[src/rtl/serial_rx_pkg.sv]
// Shared types and constants for the framed single-wire byte receiver.
package serial_rx_pkg;

    localparam int DATA_BITS       = 8;
    localparam int CNT_W           = $clog2(DATA_BITS);
    localparam int FRAME_LEN_PAR   = 11;
    localparam int FRAME_LEN_NOPAR = 10;

    typedef enum logic [1:0] {
        IDLE   = 2'd0,
        DATA   = 2'd1,
        PARITY = 2'd2,
        STOP   = 2'd3
    } state_t;

endpackage

[src/rtl/serial_byte_rx_if.sv]
// Serial line in, received byte plus status out; STATE exposes the receiver FSM for checkers.
interface serial_byte_rx_if;
    import serial_rx_pkg::*;

    // SIN is sampled only on cycles with BIT_EN=1. LOAD is a one-cycle strobe with no
    // back-pressure: D_OUT/PERR/FERR are valid with it and hold until the next LOAD.
    logic                 SIN;
    logic                 BIT_EN;
    logic [DATA_BITS-1:0] D_OUT;
    logic                 LOAD;
    logic                 PERR;
    logic                 FERR;
    logic                 BUSY;
    state_t               STATE;

    modport master (
        output SIN, BIT_EN,
        input  D_OUT, LOAD, PERR, FERR, BUSY, STATE
    );

    modport slave (
        input  SIN, BIT_EN,
        output D_OUT, LOAD, PERR, FERR, BUSY, STATE
    );

endinterface

[src/rtl/serial_byte_rx.sv]
// Serial-to-parallel byte receiver: start detect, 8-bit shift, optional even parity, stop check.
// All outputs are registered; one LOAD per completed frame, errored frames included.
module serial_byte_rx
    import serial_rx_pkg::*;
#(
    parameter bit PARITY_EN = 1'b1,
    parameter bit MSB_FIRST = 1'b0
) (
    input  logic             CLK,
    input  logic             CLR,
    serial_byte_rx_if.slave  bus
);

    state_t               state_q, state_d;
    logic [CNT_W-1:0]     cnt_q, cnt_d;
    logic [DATA_BITS-1:0] shreg_q, shreg_d;
    logic [DATA_BITS-1:0] dout_q, dout_d;
    logic                 par_q, par_d;
    logic                 load_q, load_d;
    logic                 perr_q, perr_d;
    logic                 ferr_q, ferr_d;
    logic                 busy_q, busy_d;

    always_ff @(posedge CLK or posedge CLR) begin
        if (CLR) begin
            state_q <= IDLE;
        end else begin
            state_q <= state_d;
        end
    end

    always_comb begin
        state_d = state_q;
        if (bus.BIT_EN) begin
            case (state_q)
                IDLE:    if (!bus.SIN) state_d = DATA;
                DATA:    if (cnt_q == CNT_W'(DATA_BITS - 1)) state_d = PARITY_EN ? PARITY : STOP;
                PARITY:  state_d = STOP;
                STOP:    state_d = IDLE;
                default: state_d = IDLE;
            endcase
        end
    end

    // Datapath next values; LOAD defaults low so it never lasts more than one cycle.
    always_comb begin
        cnt_d   = cnt_q;
        shreg_d = shreg_q;
        dout_d  = dout_q;
        par_d   = par_q;
        load_d  = 1'b0;
        perr_d  = perr_q;
        ferr_d  = ferr_q;
        busy_d  = busy_q;
        if (bus.BIT_EN) begin
            case (state_q)
                IDLE: begin
                    if (!bus.SIN) begin
                        cnt_d  = '0;
                        busy_d = 1'b1;
                    end
                end
                DATA: begin
                    if (MSB_FIRST) shreg_d = {shreg_q[DATA_BITS-2:0], bus.SIN};
                    else           shreg_d = {bus.SIN, shreg_q[DATA_BITS-1:1]};
                    cnt_d = cnt_q + 1'b1;
                end
                PARITY: par_d = bus.SIN;
                STOP: begin
                    dout_d = shreg_q;
                    perr_d = PARITY_EN ? ((^shreg_q) ^ par_q) : 1'b0;
                    ferr_d = !bus.SIN;
                    load_d = 1'b1;
                    busy_d = 1'b0;
                end
                default: ;
            endcase
        end
    end

    always_ff @(posedge CLK or posedge CLR) begin
        if (CLR) begin
            cnt_q   <= '0;
            shreg_q <= '0;
            dout_q  <= '0;
            par_q   <= 1'b0;
            load_q  <= 1'b0;
            perr_q  <= 1'b0;
            ferr_q  <= 1'b0;
            busy_q  <= 1'b0;
        end else begin
            cnt_q   <= cnt_d;
            shreg_q <= shreg_d;
            dout_q  <= dout_d;
            par_q   <= par_d;
            load_q  <= load_d;
            perr_q  <= perr_d;
            ferr_q  <= ferr_d;
            busy_q  <= busy_d;
        end
    end

    assign bus.D_OUT = dout_q;
    assign bus.LOAD  = load_q;
    assign bus.PERR  = perr_q;
    assign bus.FERR  = ferr_q;
    assign bus.BUSY  = busy_q;
    assign bus.STATE = state_q;

endmodule

[src/flat_wrapper.sv]
// flat-port wrapper written by rule: the top's interface ports become plain ports
module serial_byte_rx_flat import serial_rx_pkg::*;
#(
    parameter bit PARITY_EN = 1'b1,
    parameter bit MSB_FIRST = 1'b0
)
  (CLK, CLR, bus_SIN, bus_BIT_EN, bus_D_OUT, bus_LOAD, bus_PERR, bus_FERR, bus_BUSY, bus_STATE);
  serial_byte_rx_if bus_i ();
  input  logic CLK;
  input  logic CLR;
  input wire logic [$bits(bus_i.SIN)-1:0] bus_SIN;
  input wire logic [$bits(bus_i.BIT_EN)-1:0] bus_BIT_EN;
  output wire logic [$bits(bus_i.D_OUT)-1:0] bus_D_OUT;
  output wire logic [$bits(bus_i.LOAD)-1:0] bus_LOAD;
  output wire logic [$bits(bus_i.PERR)-1:0] bus_PERR;
  output wire logic [$bits(bus_i.FERR)-1:0] bus_FERR;
  output wire logic [$bits(bus_i.BUSY)-1:0] bus_BUSY;
  output wire logic [$bits(bus_i.STATE)-1:0] bus_STATE;
  assign bus_i.SIN = bus_SIN;
  assign bus_i.BIT_EN = bus_BIT_EN;
  assign bus_D_OUT = bus_i.D_OUT;
  assign bus_LOAD = bus_i.LOAD;
  assign bus_PERR = bus_i.PERR;
  assign bus_FERR = bus_i.FERR;
  assign bus_BUSY = bus_i.BUSY;
  assign bus_STATE = bus_i.STATE;
  serial_byte_rx #(.PARITY_EN(PARITY_EN), .MSB_FIRST(MSB_FIRST)) u_core (.CLK(CLK), .CLR(CLR), .bus(bus_i));
endmodule
[config.mk]
export PLATFORM = sky130hd
export DESIGN_NAME = serial_byte_rx_flat
export DESIGN_NICKNAME = d
export VERILOG_FILES = /design/src/rtl/serial_rx_pkg.sv /design/src/rtl/serial_byte_rx_if.sv /design/src/rtl/serial_byte_rx.sv /design/src/flat_wrapper.sv
export SDC_FILE = /design/constraint.sdc
export NUM_CORES = 1
export LEC_CHECK = 0
export CORE_MARGIN = 2
export CORE_UTILIZATION = 51
export CTS_BUF_LIST = sky130_fd_sc_hd__clkbuf_16
export DETAILED_ROUTE_END_ITERATION = 8
export GPL_TIMING_DRIVEN = 1
export PLACE_DENSITY = 0.76
export SETUP_SLACK_MARGIN = 0.05
export SYNTH_ARGS = -nofsm -noshare
export SYNTH_HDL_FRONTEND = slang
export SYNTH_SLANG_ARGS = --single-unit
[constraint.sdc]
create_clock -name CLK -period 1.8 [get_ports CLK]
set_input_delay 0.27 -clock CLK [delete_from_list [all_inputs] [get_ports CLK]]
set_output_delay 0.27 -clock CLK [all_outputs]
set_load 0.005 [all_outputs]
# == Yosys cells after proc, flatten, opt, wreduce, memory -nomap -nowiden ==
# Index checks and enable logic that the tools add are counted.
# op_classes
addsub,1
eq_ne,6
muxes,9
bitwise,1
reduce_logical,11
# ops
operator,n
3-bit AND reduction,3
2-bit one-hot mux with 4 select lines,1
8-bit XOR reduction,1
3-bit one-hot mux with 2 select lines,1
2-bit AND reduction,3
"2-bit == test, second input constant",2
2-bit 2-to-1 mux,2
2-bit nonzero test,2
"3-bit by 1-bit adder with 3-bit output, second input constant",1
"3-bit == test, second input constant",1
1-bit 2-to-1 mux,3
3-bit 2-to-1 mux,1
"2-bit by 1-bit == test with 1-bit output, second input constant",1
2-bit logical NOT,1
"2-bit by 1-bit != test with 1-bit output, second input constant",1
"2-bit != test, second input constant",1
1-bit one-hot mux with 2 select lines,1
1-bit logical NOT,1
1-bit XOR,1
# word_totals
ff_bits,26
in_bits,4
output_inout_bits,14
elab_cells,37

# == Longest topological paths before layout ==
# Gate-level depths: netlist of the first run.
# logic_depth
word_depth,3
depth_mapped,6
mapped_depth_nobuf,6

# == Worst setup path before layout of the first run ==
# Ideal clock, no wire load.
# synth_timing
path_type,register -> register
from,"register u_core.state_q[1], in the netlist u_core.bus.STATE[1]"
to,"register u_core.state_q[1], in the netlist u_core.bus.STATE[1]"
setup_ns,0.125
arrival_ns,1.326
t_required_ns,1.675
setup_slack_ns,0.350
path_stages_with_launch,6
n_path_buf,0
synth_period_minus_slack_ns,1.450
path_cell_list,dfrtp_1 inv_1 ha_1 inv_1 o21ai_0 mux2_2
# synth_via
elab_chain_len,3
elab_cells_between_ends,8
cone_classes,eq/ne: 5; mux: 1; reduce/logical: 2
# synth_lines
item,line,text
"start, declared",serial_byte_rx.sv:14,"state_t state_q, state_d;"
"start signal, assigned",serial_byte_rx.sv:28,state_q <= state_d;
2-bit by 1-bit == test with 1-bit output / 2-bit logical NOT (equally long branches),serial_byte_rx.sv:35,case (state_q)
2-bit by 1-bit != test with 1-bit output (no line) / 2-bit != test (equally long branches),-,
3-bit AND reduction (no line),-,
# Parallel ways exist; a longest one is shown, timed or not.
# A chain may end at the register's enable or synchronous reset.

# == Final worst setup path of the first run ==
# layout_timing
from,"register u_core.state_q[0], in the netlist u_core.bus.STATE[0]"
to,register u_core.cnt_q[0]
# layout_via
elab_chain_len,3
elab_cells_between_ends,6
cone_classes,eq/ne: 2; mux: 1; reduce/logical: 3
# layout_lines
item,line,text
2-bit by 1-bit == test with 1-bit output / 2-bit logical NOT (equally long branches),serial_byte_rx.sv:56,case (state_q)
2-bit nonzero test (no line) / 2-bit != test (equally long branches),-,
3-bit AND reduction (no line),-,
"end signal, assigned",serial_byte_rx.sv:92,cnt_q <= cnt_d;
"end, declared",serial_byte_rx.sv:15,"logic [CNT_W-1:0] cnt_q, cnt_d;"
# Parallel ways exist; a longest one is shown, timed or not.

==> results.md, run 1 <==
- CTS tree: yes
- Port Buf Inserts: 17
- R2R cell count: 5
- Post-synthesis cell area: about 1200 um2
- Sequential-to-total area share from yosys stat: 0.564
- Most frequent cells in the layout: dfrtp_1, mux2_2, clkdlybuf4s50_1
- Netlist cell types: 16
- Clk sinks: 26
- CTS buffer count: 3
- Logic pwr share: 0.443
- Worst Setup Path Type: flop to flop
- Crit path largest cell delay: 410 ps
- LEAKAGE: 0.681 nW
- RSZ-0062 raised after global routing: false
- CP endpoint kind: flop
- Max-slew violation count: 0
- Overflow after GRT: 0
- Cell row count: 17
- Num ports: 18
- Number of gates resized after cts: 0
- Syn Inst Count: 84
- Global-route wire length before repair: between 3000 and 4000 um
- Htree depth: 1
- Yosys reg bits: 26
- Commonest non-fill, non-tap cell in the layout: dfrtp_1
- Setup Viol. Count Final: 0
- CP max stage cell: dfrtp_1
- Gp weighted congestion: 0.758
- Die area: about 2700 um2
- PD cells: 1900 nW/um2
- Status: completed
- Clock transition at the registers of the reported paths: about 60 ps
- R2r setup slk: around 240 ps
- Layout cells sized above 1: 0.243
- Flop pwr share: 0.387
- Terminus of the critical flop-to-flop path: u_core.cnt_q[0]
- Yosys warns: 0
- Min Tclk post-route: around 1600 ps
- Vias in the first global route: ~700
- Synth Net Count: between 90 and 100
- Setup crit start kind: flop
- Worst skew pair latency: between 200 and 300 ps
- HP Class: primary input to asynchronous set/reset pin
- Worst EP arrival: around 1700 ps
- Max Clock Skew: between 1.5 and 2 ps
- N_diodes: 0
- Maximum VDD drop: around 0.0011 V
- Die Ht: approximately 52 um
- Worst EP required: roughly 1900 ps
- Max Freq: about 640 MHz
- Slew HR: 0.751
- WL/cell: around 13 um
- Final setup TNS: 0 ps
- Worst-Margin Slew: 372 ps
- Number of max-cap violations: 0
- Fillers: roughly 180
- Final wirelength: 1740 um
- Sw Share: 0.290
- Initial DRC count: 2
- Post-CTS Setup Bufs: 0
- Residual DRC: 0
- Total Nets Final: between 100 and 150
- WHS: 368 ps
- Antenna viol nets, final: 0
- Via density: just over 5
- DR vias: approximately 700
- Post-Syn Area per Cell: ~14 um2
- Root buffer cell: clkbuf_16
- Post-DP HPWL: about 1300 um
- Total track usage: 0.164
- Largest net degree at the start of global routing: 27
- Hold bufs inserted after CTS: 0
- Critical Path, Cell by Cell: inv_1 -> ha_1 -> a21boi_0 -> o21ai_0 -> mux2_2
- Chip width: 51.6 um
- Crit path max-delay family: flip-flops
- First drt pass iteration count: 2
- Clock power share: 0.170
- Initial antenna violation count: 0
- Final core utilization: 0.672
- Starting density of the core: 0.532
- Syn-to-layout area delta: 26.5%
- Clock Tree Buf Depth: 2
- Sw Pwr: between 0.8 and 0.9 mW
- Final hold vios: 0
- Crit share post-route: 0.869
- Crit path max fanout: 4
- R2r startpoint: u_core.bus.STATE[0]
- P_int: 1.97 mW
- Critical path buffer and inverter count: 1
- Core area: approximately 2200 um2
[routing by layer]
metal,wire length (um),part of all wire,track usage
met2,826,0.47,0.248
met3,68,0.039,0.0345
met1,800,0.46,0.215
met5,0,0,0
met4,43,0.025,0.105
[cells in the mapped netlist, drive strengths merged]
| library cell | instances | area share |
|---|---|---|
| a21oi | 2 | 0.0087 |
| xor2 | 2 | 0.015 |
| ha | 7 | 0.076 |
| xnor2 | 4 | 0.030 |
| nand2b | 1 | 0.0054 |
| nand2 | 6 | 0.020 |
| buf | 1 | 0.0043 |
| mux2 | 19 | 0.19 |
| a21boi | 1 | 0.0065 |
| a22o | 3 | 0.023 |
| inv | 5 | 0.016 |
| o21ai | 5 | 0.022 |
| dfrtp | 26 | 0.56 |
| xnor3 | 1 | 0.020 |
| nor3 | 1 | 0.0043 |
[kinds of logic after synthesis]
| kind of cell | after synthesis | synth area share |
|---|---|---|
| flip-flops | 26 | 0.564 |
| multiplexers | 19 | 0.185 |
| AO/OA/AOI/OAI | 11 | 0.0597 |
| AND/OR/NAND/NOR | 8 | 0.0293 |
| XOR/XNOR | 7 | 0.0651 |
| adder cells (fa/ha/maj) | 7 | 0.0759 |
| buffers and inverters | 6 | 0.0206 |
[worst min-delay path, delay by kind of cell]
kind | cells | cell delay (ps)
buffers and inverters | 3 | 750
[power by group through the flow]
stage	sequential [mW]	combinational (mW)	clock [mW]
floorplan	1.06	0.810	0
global placement	1.08	1.22	0
detailed placement	1.09	1.25	0
CTS	1.08	1.26	0.484
global route	1.13	1.36	0.507
finish	1.08	1.23	0.471
[flip-flops by register name, summed over array words and instances (netlist names)]
| name | flops |
|---|---|
| u_core.bus.D_OUT | 8 |
| u_core.shreg_q | 8 |
| u_core.cnt_q | 3 |
| u_core.bus.STATE | 2 |
| u_core.bus.BUSY | 1 |
| u_core.bus.FERR | 1 |
| u_core.bus.LOAD | 1 |
| u_core.bus.PERR | 1 |
| u_core.par_q | 1 |
[per-stage QoR]
stage          area [um2]  power (mW)  instances  setup slack [ps]
2_1_floorplan        1150        1.87         84               350
3_3_place_gp         1380        2.30        132               178
3_5_place_dp         1380        2.34        132               179
4_1_cts              1460        2.82        135               234
5_1_grt              1460        3.00        135              95.7
6_report             1460        2.78        135               236
[cell type report]
type	count	area, um2	area share
Tap cell	28	35.0	0.0240
Inverter	5	18.8	0.0129
Timing Repair Buffer	21	200	0.137
Sequential cell	26	651	0.446
Clock buffer	3	75.1	0.0515
Multi-Input combinational cell	52	479	0.328
[how the worst max path moves through the flow]
stage | from | endpoint | slack [ps] | depth (start not counted)
final | u_core.bus.STATE[0] | u_core.cnt_q[0] | 240 | 5
after global routing | u_core.bus.STATE[0] | u_core.bus.STATE[1] | 100 | 5
after CTS | u_core.bus.STATE[0] | u_core.bus.STATE[1] | 230 | 5
after detailed placement | bus_BIT_EN | u_core.bus.STATE[1] | 180 | 4
after global placement | bus_BIT_EN | u_core.bus.STATE[1] | 180 | 4
after floorplan | u_core.bus.STATE[1] | u_core.bus.STATE[1] | 350 | 5
Power figures use the tool's default switching activity.
==> run 2: changes to the inputs <==
Settings changed: CORE_ASPECT_RATIO from default to 0.9.
==> run 2 against run 1 <==
Net effect:
- first-iteration DRC count decreased by 100%
- sequential share of layout area increased by 0.15 points
- clock skew about the same
- via count decreased by 2.1%
- critical path depth unchanged
- total power increased by 0.61%
- sequential power about the same
- count of clock-buffer cells in the layout unchanged
- routed wire length increased by 3.8%
- register-to-register slack got worse by 30 ps
- cell count decreased by 0.74%
- clock power increased by 0.8%
- largest power group unchanged
==> results.md, run 2 (synthesis results as in run 1) <==
- Num ports: 18 (unchanged)
- Largest net degree at the start of global routing: 27 (unchanged)
- Initial antenna violation count: 0 (unchanged)
- Die area: 2660 um2 (about the same)
- Initial DRC count: 0 (-2)
- Chip width: 54.1 um (+5.0%)
- Clock Tree Buf Depth: 2 (unchanged)
- Die Ht: 49.1 um (-4.7%)
- N_diodes: 0 (unchanged)
- Status: completed
- CTS tree: yes
- Total track usage: 0.165 (+0.00114)
- Most frequent cells in the layout: dfrtp_1, mux2_2, clkdlybuf4s50_1
- Number of gates resized after cts: 0 (unchanged)
- Core area: 2160 um2 (-0.35%)
- Clk sinks: 26 (unchanged)
- WL/cell: 13.5 um (+4.6%)
- Starting density of the core: 0.534 (+0.00185)
- DR vias: 683 (-2.1%)
- Worst EP arrival: 1730 ps (+30 ps)
- CP endpoint kind: flop
- Crit share post-route: 0.884 (+0.0153)
- Max Freq: 629 MHz (-1.7%)
- Antenna viol nets, final: 0 (unchanged)
- Number of max-cap violations: 0 (unchanged)
- Final setup TNS: 0 ps (unchanged)
- Max Clock Skew: 1.97 ps (+0.463 ps)
- RSZ-0062 raised after global routing: false
- Gp weighted congestion: 0.721 (-4.9%)
- Post-CTS Setup Bufs: 0 (unchanged)
- Maximum VDD drop: 0.00174 V (+58%)
- Total Nets Final: 119 (-0.83%)
- Setup crit start kind: flop
- Setup Viol. Count Final: 0 (unchanged)
- Slew HR: 0.746 (-0.00492)
- Max-slew violation count: 0 (unchanged)
- Crit path largest cell delay: 400 ps (about the same)
- CTS buffer count: 3 (unchanged)
- Final hold vios: 0 (unchanged)
- Fillers: 169 (-4.0%)
- Final Power: 2.79 mW (+0.61%)
- Root buffer cell: clkbuf_16
- Commonest non-fill, non-tap cell in the layout: dfrtp_1
- Worst skew pair latency: 250 ps (about the same)
- Via density: 5.10 (-1.4%)
- HP Class: primary input to asynchronous set/reset pin
- Post-route non-filler standard cell count: 134 (-0.74%)
- CP max stage cell: dfrtp_1
- Worst EP required: 1940 ps (about the same)
- Htree depth: 1 (unchanged)
- Critical Path, Cell by Cell: inv_1 -> ha_1 -> a21boi_0 -> o21ai_0 -> mux2_2
- LEAKAGE: 0.678 nW (-0.41%)
- Min Tclk post-route: 1590 ps (+27.5 ps)
- PD cells: 1920 nW/um2 (+0.95%)
- Crit path max fanout: 4 (unchanged)
- Worst Setup Path Type: flop to flop
- Hold bufs inserted after CTS: 0 (unchanged)
- Global-route wire length before repair: 3080 um (+0.23%)
- Residual DRC: 0 (unchanged)
- Final wirelength: 1810 um (+3.8%)
- First drt pass iteration count: 1 (-1)
- Vias in the first global route: 707 (+0.43%)
- Overflow after GRT: 0 (unchanged)
- Worst-Margin Slew: 380 ps (+7.36 ps)
- Clock transition at the registers of the reported paths: 60 ps (about the same)
- Cell row count: 16 (-1)
- Syn-to-layout area delta: 26.0%
- Port Buf Inserts: 17 (unchanged)
- Layout cells sized above 1: 0.234 (-0.00935)
- Dpl cells: 130 (-1.5%)
-- run 2: cell types whose count changed in the layout (fill, tap and decap cells not counted), sizes merged --
cell,previous run,this run
clkinv,0,1
buf,4,3
-- run 2: worst max-delay path: cells and delay by family (launching register included) --
kind                       cells  cell delay, ps
buffers and inverters          1             110
DFF                            1             400
adders and majority gates      1             260
AOI/OAI and AO/OA              2             400
muxes                          1             300
-- run 2: routing by layer --
metal	wire, um	vias to the layer above	global-route usage
li1	-	336	-
met1	858	332	0.216
met2	844	13	0.243
met3	84	2	0.0675
met4	19	0	0.0625
met5	0	-	0
-- run 2: metrics by stage --
stage	hold WS, ps	worst slack, ps	util	area [um2]
global route	423	78.5	0.672	1450
floorplan	310	350	-	1150
finish	373	209	0.672	1450
detailed placement	488	147	0.636	1380
global placement	462	192	0.636	1380
CTS	387	208	0.672	1450
-- run 2: report_power, final --
part           switching, mW  internal, mW  leakage (nW)
logic                  0.438         0.806         0.321
registers              0.210         0.866         0.318
clock network          0.178         0.297        0.0385
total                  0.826          1.97         0.678
-- run 2: cell type report --
cell class                      instances  area (um2)  area share
Clock buffer                            3        75.1      0.0516
Clock inverter                          1        3.75     0.00258
Inverter                                5        18.8      0.0129
Multi-Input combinational cell         52         479       0.330
Sequential cell                        26         651       0.448
Tap cell                               27        33.8      0.0232
Timing Repair Buffer                   20         193       0.133
-- run 2: worst paths after layout --
check / start / endpoint / slack, ps / depth (start not counted)
setup / recovery: u_core.bus.STATE[0] / u_core.bus.STATE[1] / 210 / 5
hold / removal: CLR / u_core.cnt_q[0] / 370 / 3
setup reg to reg: u_core.bus.STATE[0] / u_core.bus.STATE[1] / 210 / 5
hold reg to reg: u_core.bus.PERR / u_core.bus.PERR / 500 / 2
max in group asynchronous: CLR / u_core.bus.LOAD / 1190 / 3
min in group CLK: u_core.bus.PERR / u_core.bus.PERR / 500 / 2
